File: src/rtl/hidden_layer.sv
// hidden_layer: one layer of leaky integrate-and-fire neurons.
//
// An accepted input spike frame is applied to each hidden neuron in turn.
// For neuron h, every set input bit i adds weight[h*NUM_INPUTS+i] to the
// membrane (saturating), and a FIRE step then either fires (membrane
// >= THRESHOLD, membrane cleared) or leaks (membrane -= membrane >>> LEAK_SHIFT).
// After the last neuron the pending fire bits are published on spikes with
// a one-cycle spikes_valid pulse. Latency is HEIGHT*(NUM_INPUTS+1)+1 edges.
//
// Ports:
//   clk          clock, rising edge
//   rst          asynchronous active-low reset
//   in_valid     input frame offered (sampled only when idle)
//   in_spikes    input spike frame, NUM_INPUTS bits
//   in_ready     high while idle
//   w_we         weight write enable (idle only)
//   w_addr       weight index h*NUM_INPUTS+i
//   w_data       signed weight value
//   spikes       registered hidden spike vector, changes only when published
//   spikes_valid one-cycle pulse when spikes was just updated
module hidden_layer #(
  parameter int WIDTH      = 8,
  parameter int HEIGHT     = 7,
  parameter int NUM_INPUTS = 4,
  parameter int THRESHOLD  = 128,
  parameter int LEAK_SHIFT = 2
) (
  input  logic                                  clk,
  input  logic                                  rst,
  input  logic                                  in_valid,
  input  logic [NUM_INPUTS-1:0]                 in_spikes,
  output logic                                  in_ready,
  input  logic                                  w_we,
  input  logic [$clog2(HEIGHT*NUM_INPUTS)-1:0]  w_addr,
  input  logic [WIDTH-1:0]                      w_data,
  output logic [HEIGHT-1:0]                     spikes,
  output logic                                  spikes_valid
);

  localparam int NW = HEIGHT * NUM_INPUTS;
  localparam int AW = $clog2(NW);
  localparam int HW = (HEIGHT > 1) ? $clog2(HEIGHT) : 1;
  localparam int IW = (NUM_INPUTS > 1) ? $clog2(NUM_INPUTS) : 1;
  localparam int MW = WIDTH + 2;
  localparam int HL = HEIGHT - 1;
  localparam int IL = NUM_INPUTS - 1;

  localparam logic [AW:0]          NW_L    = NW[AW:0];
  localparam logic [AW-1:0]        NI_L    = NUM_INPUTS[AW-1:0];
  localparam logic [HW-1:0]        H_LAST  = HL[HW-1:0];
  localparam logic [IW-1:0]        I_LAST  = IL[IW-1:0];
  localparam logic signed [MW-1:0] THR     = THRESHOLD[MW-1:0];
  localparam logic [MW-1:0]        MEM_MAX = {1'b0, {(MW-1){1'b1}}};
  localparam logic [MW-1:0]        MEM_MIN = {1'b1, {(MW-1){1'b0}}};

  typedef enum logic [1:0] {IDLE, ACCUM, FIRE, DONE} state_e;

  state_e                  state_q, state_d;
  logic [HW-1:0]           h_q, h_d;
  logic [IW-1:0]           i_q, i_d;
  logic [NUM_INPUTS-1:0]   frame_q, frame_d;
  logic signed [MW-1:0]    mem_q [HEIGHT];
  logic signed [MW-1:0]    mem_d [HEIGHT];
  logic [WIDTH-1:0]        w_q [NW];
  logic [WIDTH-1:0]        w_d [NW];
  logic [HEIGHT-1:0]       pend_q, pend_d;
  logic [HEIGHT-1:0]       spikes_q, spikes_d;
  logic                    valid_q, valid_d;

  logic [AW-1:0]           widx;
  logic [WIDTH-1:0]        wcur;
  logic [MW:0]             sum;

  assign in_ready     = (state_q == IDLE);
  assign spikes       = spikes_q;
  assign spikes_valid = valid_q;

  always_comb begin
    state_d  = state_q;
    h_d      = h_q;
    i_d      = i_q;
    frame_d  = frame_q;
    mem_d    = mem_q;
    w_d      = w_q;
    pend_d   = pend_q;
    spikes_d = spikes_q;
    valid_d  = 1'b0;
    widx     = AW'(h_q) * NI_L + AW'(i_q);
    wcur     = w_q[widx];
    // One guard bit above the membrane width: overflow shows as the top two
    // bits disagreeing, and the top bit then tells which rail to clamp to.
    sum      = {mem_q[h_q][MW-1], mem_q[h_q]} + {{3{wcur[WIDTH-1]}}, wcur};

    unique case (state_q)
      IDLE: begin
        // The write lands at the same edge as a frame acceptance, so the
        // frame's later accumulation already sees the new weight.
        if (w_we && ({1'b0, w_addr} < NW_L)) begin
          w_d[w_addr] = w_data;
        end
        if (in_valid) begin
          frame_d = in_spikes;
          h_d     = '0;
          i_d     = '0;
          state_d = ACCUM;
        end
      end
      ACCUM: begin
        if (frame_q[i_q]) begin
          if (sum[MW] != sum[MW-1]) begin
            mem_d[h_q] = sum[MW] ? MEM_MIN : MEM_MAX;
          end else begin
            mem_d[h_q] = sum[MW-1:0];
          end
        end
        i_d = i_q + 1'b1;
        if (i_q == I_LAST) begin
          state_d = FIRE;
        end
      end
      FIRE: begin
        if (mem_q[h_q] >= THR) begin
          pend_d[h_q] = 1'b1;
          mem_d[h_q]  = '0;
        end else begin
          pend_d[h_q] = 1'b0;
          mem_d[h_q]  = mem_q[h_q] - (mem_q[h_q] >>> LEAK_SHIFT);
        end
        i_d = '0;
        if (h_q == H_LAST) begin
          state_d = DONE;
        end else begin
          h_d     = h_q + 1'b1;
          state_d = ACCUM;
        end
      end
      DONE: begin
        spikes_d = pend_q;
        valid_d  = 1'b1;
        state_d  = IDLE;
      end
      default: state_d = IDLE;
    endcase
  end

  always_ff @(posedge clk or negedge rst) begin
    if (!rst) begin
      state_q  <= IDLE;
      h_q      <= '0;
      i_q      <= '0;
      frame_q  <= '0;
      pend_q   <= '0;
      spikes_q <= '0;
      valid_q  <= 1'b0;
      for (int unsigned k = 0; k < HEIGHT; k++) mem_q[k] <= '0;
      for (int unsigned k = 0; k < NW; k++) w_q[k] <= '0;
    end else begin
      state_q  <= state_d;
      h_q      <= h_d;
      i_q      <= i_d;
      frame_q  <= frame_d;
      pend_q   <= pend_d;
      spikes_q <= spikes_d;
      valid_q  <= valid_d;
      mem_q    <= mem_d;
      w_q      <= w_d;
    end
  end

endmodule

File: config.mk
export PLATFORM = sky130hd
export DESIGN_NAME = hidden_layer
export DESIGN_NICKNAME = d
export VERILOG_FILES = /design/src/rtl/hidden_layer.sv
export SDC_FILE = /design/constraint.sdc
export NUM_CORES = 1
export LEC_CHECK = 0
export ABC_CLOCK_PERIOD_IN_PS = 5100
export BUFFER_PORTS_ARGS = -buffer_cell sky130_fd_sc_hd__buf_4
export CAP_MARGIN = 20
export CORE_MARGIN = 4
export CORE_UTILIZATION = 60
export DETAILED_ROUTE_END_ITERATION = 10
export GPL_ROUTABILITY_DRIVEN = 0
export PLACE_DENSITY = 0.86
export SYNTH_ARGS = -nofsm -noshare
export SYNTH_HDL_FRONTEND = slang
export SYNTH_SLANG_ARGS = --single-unit
File: constraint.sdc
create_clock -name clk -period 5.1 [get_ports clk]
set_input_delay 0.51 -clock clk [delete_from_list [all_inputs] [get_ports clk]]
set_output_delay 0.51 -clock clk [all_outputs]
set_load 0.01 [all_outputs]
* Yosys cells after proc, flatten, opt, wreduce, memory -nomap -nowiden *
Index checks and enable logic that the tools add are counted.

storage, ports and cells
  input port bits = 21
  flip-flop bits (word level) = 320
  RAM bits = 0
  ROM bits = 0
  word-level logic and storage cells = 123
  latch bits = 0
  memories = 0
  output and inout port bits = 9

operators by class
  shift-type cells = 0
  divide/modulo/power cells = 0
  $lt $le $gt $ge = 10
  bitwise gates (word level) = 8
  multiplexer cells = 34
  reductions and logical operators = 14
  eq/ne operators = 10
  multiply operators = 0
  add/sub/neg operators = 5

operators by type and width
  operator                                               count
  bitwise mux 224 bit                                    1
  bitwise mux 70 bit                                     3
  two-way mux 70 bit                                     3
  case mux 70 bit (2 select lines)                       1
  bitwise AND 70 bit                                     1
  NOT 70 bit                                             1
  binary-select mux 8 bit (select 5 bit)                 1
  demux 8 bit (select 5 bit)                             1
  two-way mux 10 bit                                     4
  binary-select mux 10 bit (select 3 bit)                1
  demux 10 bit (select 3 bit)                            1
  two-way mux 8 bit                                      3
  >= comparator 6 bit (second input constant)            2
  NOT 5 -> 6 bit                                         2
  adder 10 x 8 -> 11 bit                                 1
  >= comparator 10 x 9 -> 1 bit (second input constant)  1
  AND reduction 2 bit                                    5
  subtractor 10 x 8 -> 10 bit                            1
  two-way mux 2 bit                                      4
  != test 2 bit (second input constant)                  4
  case mux 2 bit (4 select lines)                        1
  bitwise AND 7 bit                                      1
  two-way mux 7 bit                                      1
  NOT 7 bit                                              1
  other kinds (27)                                       36

* Depth between registers and ports, before layout *
  depth after elaboration = 11
  mapped depth = 19
  gate-level depth less buffers = 15

* Least setup slack after synthesis *
No wires, ideal clock.

  path kind = register to register
  from = register i_q[0]
  to = register mem_q[60] (netlist name)
  period minus slack after synthesis = 4.758 ns
  setup slack = 0.342 ns
  cell stages (with the launch flop) = 17
  setup time = 0.121 ns
  buffers on the path = 3
  data arrival time = 4.637 ns
  path through = dfrtp_1 > clkbuf_1 > buf_2 > buf_1 > mux4_2 > a21oi_1 > o21ai_0 > ha_1 > fa_1 > a211oi_1 > o21ai_1 > a311oi_1 > or4b_1 > a21oi_1 > nor3_1 > o21ai_0 > o22a_1

between the ends
  longest elaborated chain between the ends = 11
  elaborated cells on any way between the ends = 17
  those cells by class = add/sub: 2; eq/ne: 2; mux: 11; bitwise: 1; reduce/logical: 1

RTL lines
  item                                                  RTL line  source
  start: declaration                                    60        logic [IW-1:0] i_q, i_d;
  start signal: assignment                              160       i_q <= i_d;
  adder 5 x 2 -> 5 bit                                  88        widx = AW'(h_q) * NI_L + AW'(i_q);
  NOT 5 -> 6 bit (not written as such)                  89        wcur = w_q[widx];
  binary-select mux 8 bit (select 5 bit)                89
  two-way mux 8 bit (not written as such) (2 in a row)  89
  adder 10 x 8 -> 11 bit                                92        sum = {mem_q[h_q][MW-1], mem_q[h_q]} + {{3{wcur[WIDTH-1]}}, wcur};
  two-way mux 10 bit                                    111       mem_d[h_q] = sum[MW] ? MEM_MIN : MEM_MAX;
  bitwise mux 70 bit                                    111
  two-way mux 70 bit                                    110       if (sum[MW] != sum[MW-1]) begin
  two-way mux 70 bit                                    109       if (frame_q[i_q]) begin
  case mux 70 bit (2 select lines)                      94        unique case (state_q)
  end signal: assignment                                165       mem_q <= mem_d;
  end: declaration                                      62        logic signed [MW-1:0] mem_q [HEIGHT];

Parallel ways exist; a longest one is shown, timed or not. The select of a mux whose other input is x is not followed.
A chain may end at the register's enable or synchronous reset.

* Worst setup path in the final report *
  from = register i_q[0]
  to = register mem_q[11] (netlist name)

The elaborated chain is that of the path after synthesis.

==> flow_metrics.env <==
export IMPL_status="finished clean"
export IMPL_grt_total_usage_pct=29.5
export IMPL_worstPathArrival_ns=5.30
export IMPL_synth_edf_count=0
export IMPL_synth_area_leader_cell="dfrtp_1"
export IMPL_timing_final_hold_violations=0
export IMPL_initial_core_util_pct=61.0
export IMPL_drv_slew=0
export IMPL_drc=0
export IMPL_clock_path_buffers=3
export IMPL_vias_per_cell=6.95
export IMPL_io_buffers=29
export IMPL_die_x_um=171
export IMPL_synthToLayoutAreaGrowth_pct=10.9
export IMPL_boundaryPins=30
export IMPL_r2r_cells=15
export IMPL_path_max_fanout=11
export IMPL_numCtsBuffers=34
export IMPL_maxCapViolations=0
export IMPL_avgSynthCellArea_sq_um=13.2
export IMPL_max_slew_margin_pct=20.2
export IMPL_crit_slowest_cell="mux4_2"
export IMPL_synth_top_area_share_pct=50.3
export IMPL_synth_area_sq_um=15900
export IMPL_drtPass1Iterations=6
export IMPL_finalPower_uw=9260
export IMPL_peakVddDrop_uv=450
export IMPL_setup_viol=0
export IMPL_layoutNonFillerInstCount=1588
export IMPL_clock_sinks=320
export IMPL_antenna_left=0
export IMPL_cp_slowest_stage_delay_ns=0.55
export IMPL_cp_end_kind="register"
export IMPL_wl_mm=41.7
export IMPL_synth_yosys_warnings=0
export IMPL_worstMarginPinSlew_ns=1.19
export IMPL_synth_seq_cells=320
export IMPL_hpwl_mm=26.8
export IMPL_die_y_um=171
export IMPL_yosysUniqueCellTypes=73
export IMPL_synth_seq_area_share_pct=50.3
export IMPL_ys_async_sr_fraction_pct=100
export IMPL_ctsHtreeMaxLevel=2
export IMPL_cts_tree="yes"
export IMPL_grt_pass1_vias=11754
export IMPL_crit_required_ns=5.50
export IMPL_synth_flop_cell="dfrtp_1"
export IMPL_worst_setup_path_type="register to register"
export IMPL_synth_common_cells="320 x dfrtp_1, 244 x mux2_2, 62 x mux4_2"
export IMPL_cp_cell_sequence="buf_4, buf_4, mux4_2, a221oi_1, o21ai_0, ha_1, a2111oi_0, o21ai_1, a311oi_1, or4b_1, nand2_1, nor2_1, buf_4, a21oi_1, o32a_1"
export IMPL_period_share_pct=96.0
export IMPL_cellLeakagePower_uw=0.00818
export IMPL_fmax_ghz=0.204
export IMPL_wl_per_cell_um=26.3
export IMPL_clkSlewWorstSetupHoldPaths_ns=0.06
export IMPL_antenna_cells=0
export IMPL_cts_root_buf="clkbuf_16"
export IMPL_syn_inst=1209
export IMPL_grt_overflow_total=0
export IMPL_num_rows=59
export IMPL_fin_crit_ns=4.90
export IMPL_post_synth_top_count_cell="dfrtp_1"
export IMPL_core_sq_um=26100
export IMPL_synth_nets=1255
export IMPL_power_density_nw_per_um2=525
export IMPL_drive_above_1_share_pct=35.8
export IMPL_clock_latency_ns=0.53
export IMPL_dp_cells=1527
export IMPL_fin_nets=1274
export IMPL_hold_path_class="primary input to asynchronous set/reset pin"
export IMPL_finClkSkew_ns=0.0162
export IMPL_startpoint_type="register"
export IMPL_vias=11033
export IMPL_antenna_found_initial=0
export IMPL_drt_iter0_drc=1165
export IMPL_die_area_sq_um=29200
export IMPL_grt_start_max_net_pins=125
export IMPL_synth_area_top_cells="dfrtp_1 50%, mux2_2 17%, mux4_2 8.8%"
export IMPL_grt_pass1_wl_mm=66.8
export IMPL_critical_path_most_common_cell="buf_4"
## state kept, by name (all words and copies together) (netlist names), named ones only
| register | cells |
|---|---|
| frame_q | 4 |
| h_q | 3 |
| i_q | 2 |
| mem_q | 70 |
| spikes | 7 |
| spikes_valid | 1 |
| state_q | 2 |
| w_q | 224 |
## critical path: cells and delay by family (launching register included)
family                     cells  cell delay (ns)
AOI/OAI and AO/OA              7             2.02
buffers and inverters          3             0.74
and+or+nand+nor                3             0.64
muxes                          1             0.55
DFF                            1             0.50
adders and majority gates      1             0.30
## layout by cell type, fill, tap and decap left out, types with 21 or more instances in the layout
master and n:
mux4_2 62, ha_1 23, nand2_1 48, mux2_2 244, buf_4 64, o21ai_0 41
inv_1 21, nor2_1 60, clkbuf_16 34, a21oi_1 51, dfrtp_1 317
## metal layers
layer	GRT usage (%)	vias up	wire length, um
met5	0	-	0
met4	13.3	0	2160
met3	6.10	181	3430
met2	47.7	621	20100
met1	39.1	5644	16000
li1	-	4587	-
## per-stage QoR
stage	hold slack [ns]	setup slack, ns	utilization, %	TNS [ns]	instance area [sq um]
final	0.0509	0.203	67.7	0	17600
after global routing	0.123	-0.0145	67.7	-0.0522	17600
after CTS	0.0967	0.278	67.6	0	17600
after floorplan	0.214	0.342	-	0	15900
after detailed placement	0.466	0.395	63.4	0	16500
after global placement	0.456	0.536	63.4	0	16500
## where the power goes
part / leakage [uW] / total, uW / switching (uW) / internal, uW
registers: 0.00436 / 3080 / 246 / 2830
clock network: 0.000530 / 2440 / 1000 / 1430
logic: 0.00328 / 3750 / 2230 / 1510
## worst paths after layout
check	from	endpoint	slack, ns
worst min register to register	register	register	0.48
worst min-delay path	rst	asynchronous set/reset pin	0.05
worst max register to register	i_q[0]	mem_q[11]	0.20
worst max-delay path	i_q[0]	mem_q[11]	0.20
min in group clk	in_spikes[2]	frame_q[2]	0.23
max in group asynchronous	rst	w_q[115]	3.86
## cells by family (layout without fill, tap and decap cells)
family	after synthesis	in the layout	share of synthesized area, %
AND/OR/NAND/NOR	174	174	5.28
XOR/XNOR	14	14	0.771
adder cells (fa/ha/maj)	27	27	2.19
buffers and inverters	108	152	2.91
flip-flops	320	320	50.3
multiplexers	331	331	27.7
AO/OA/AOI/OAI	235	235	10.8
## what timing repair did
| action | 4_1_cts | 5_1_grt |
|---|---|---|
| resized for setup | 0 | 4 |
| endpoints found under the setup margin | 0 | 26 |
| buffers inserted | 0 | 0 |
| hold buffers | 0 | 0 |
## area by class of cell
class | count | area (sq um)
flip-flops and latches | 320 | 8010
clock inverters | 8 | 111
multi-input cells | 781 | 7460
well taps | 335 | 419
clock buffers | 53 | 982
repair buffers | 69 | 576
inverters | 22 | 82.6
fillers | 1720 | 8420
Note: power is estimated with default switching activity, not from simulation.
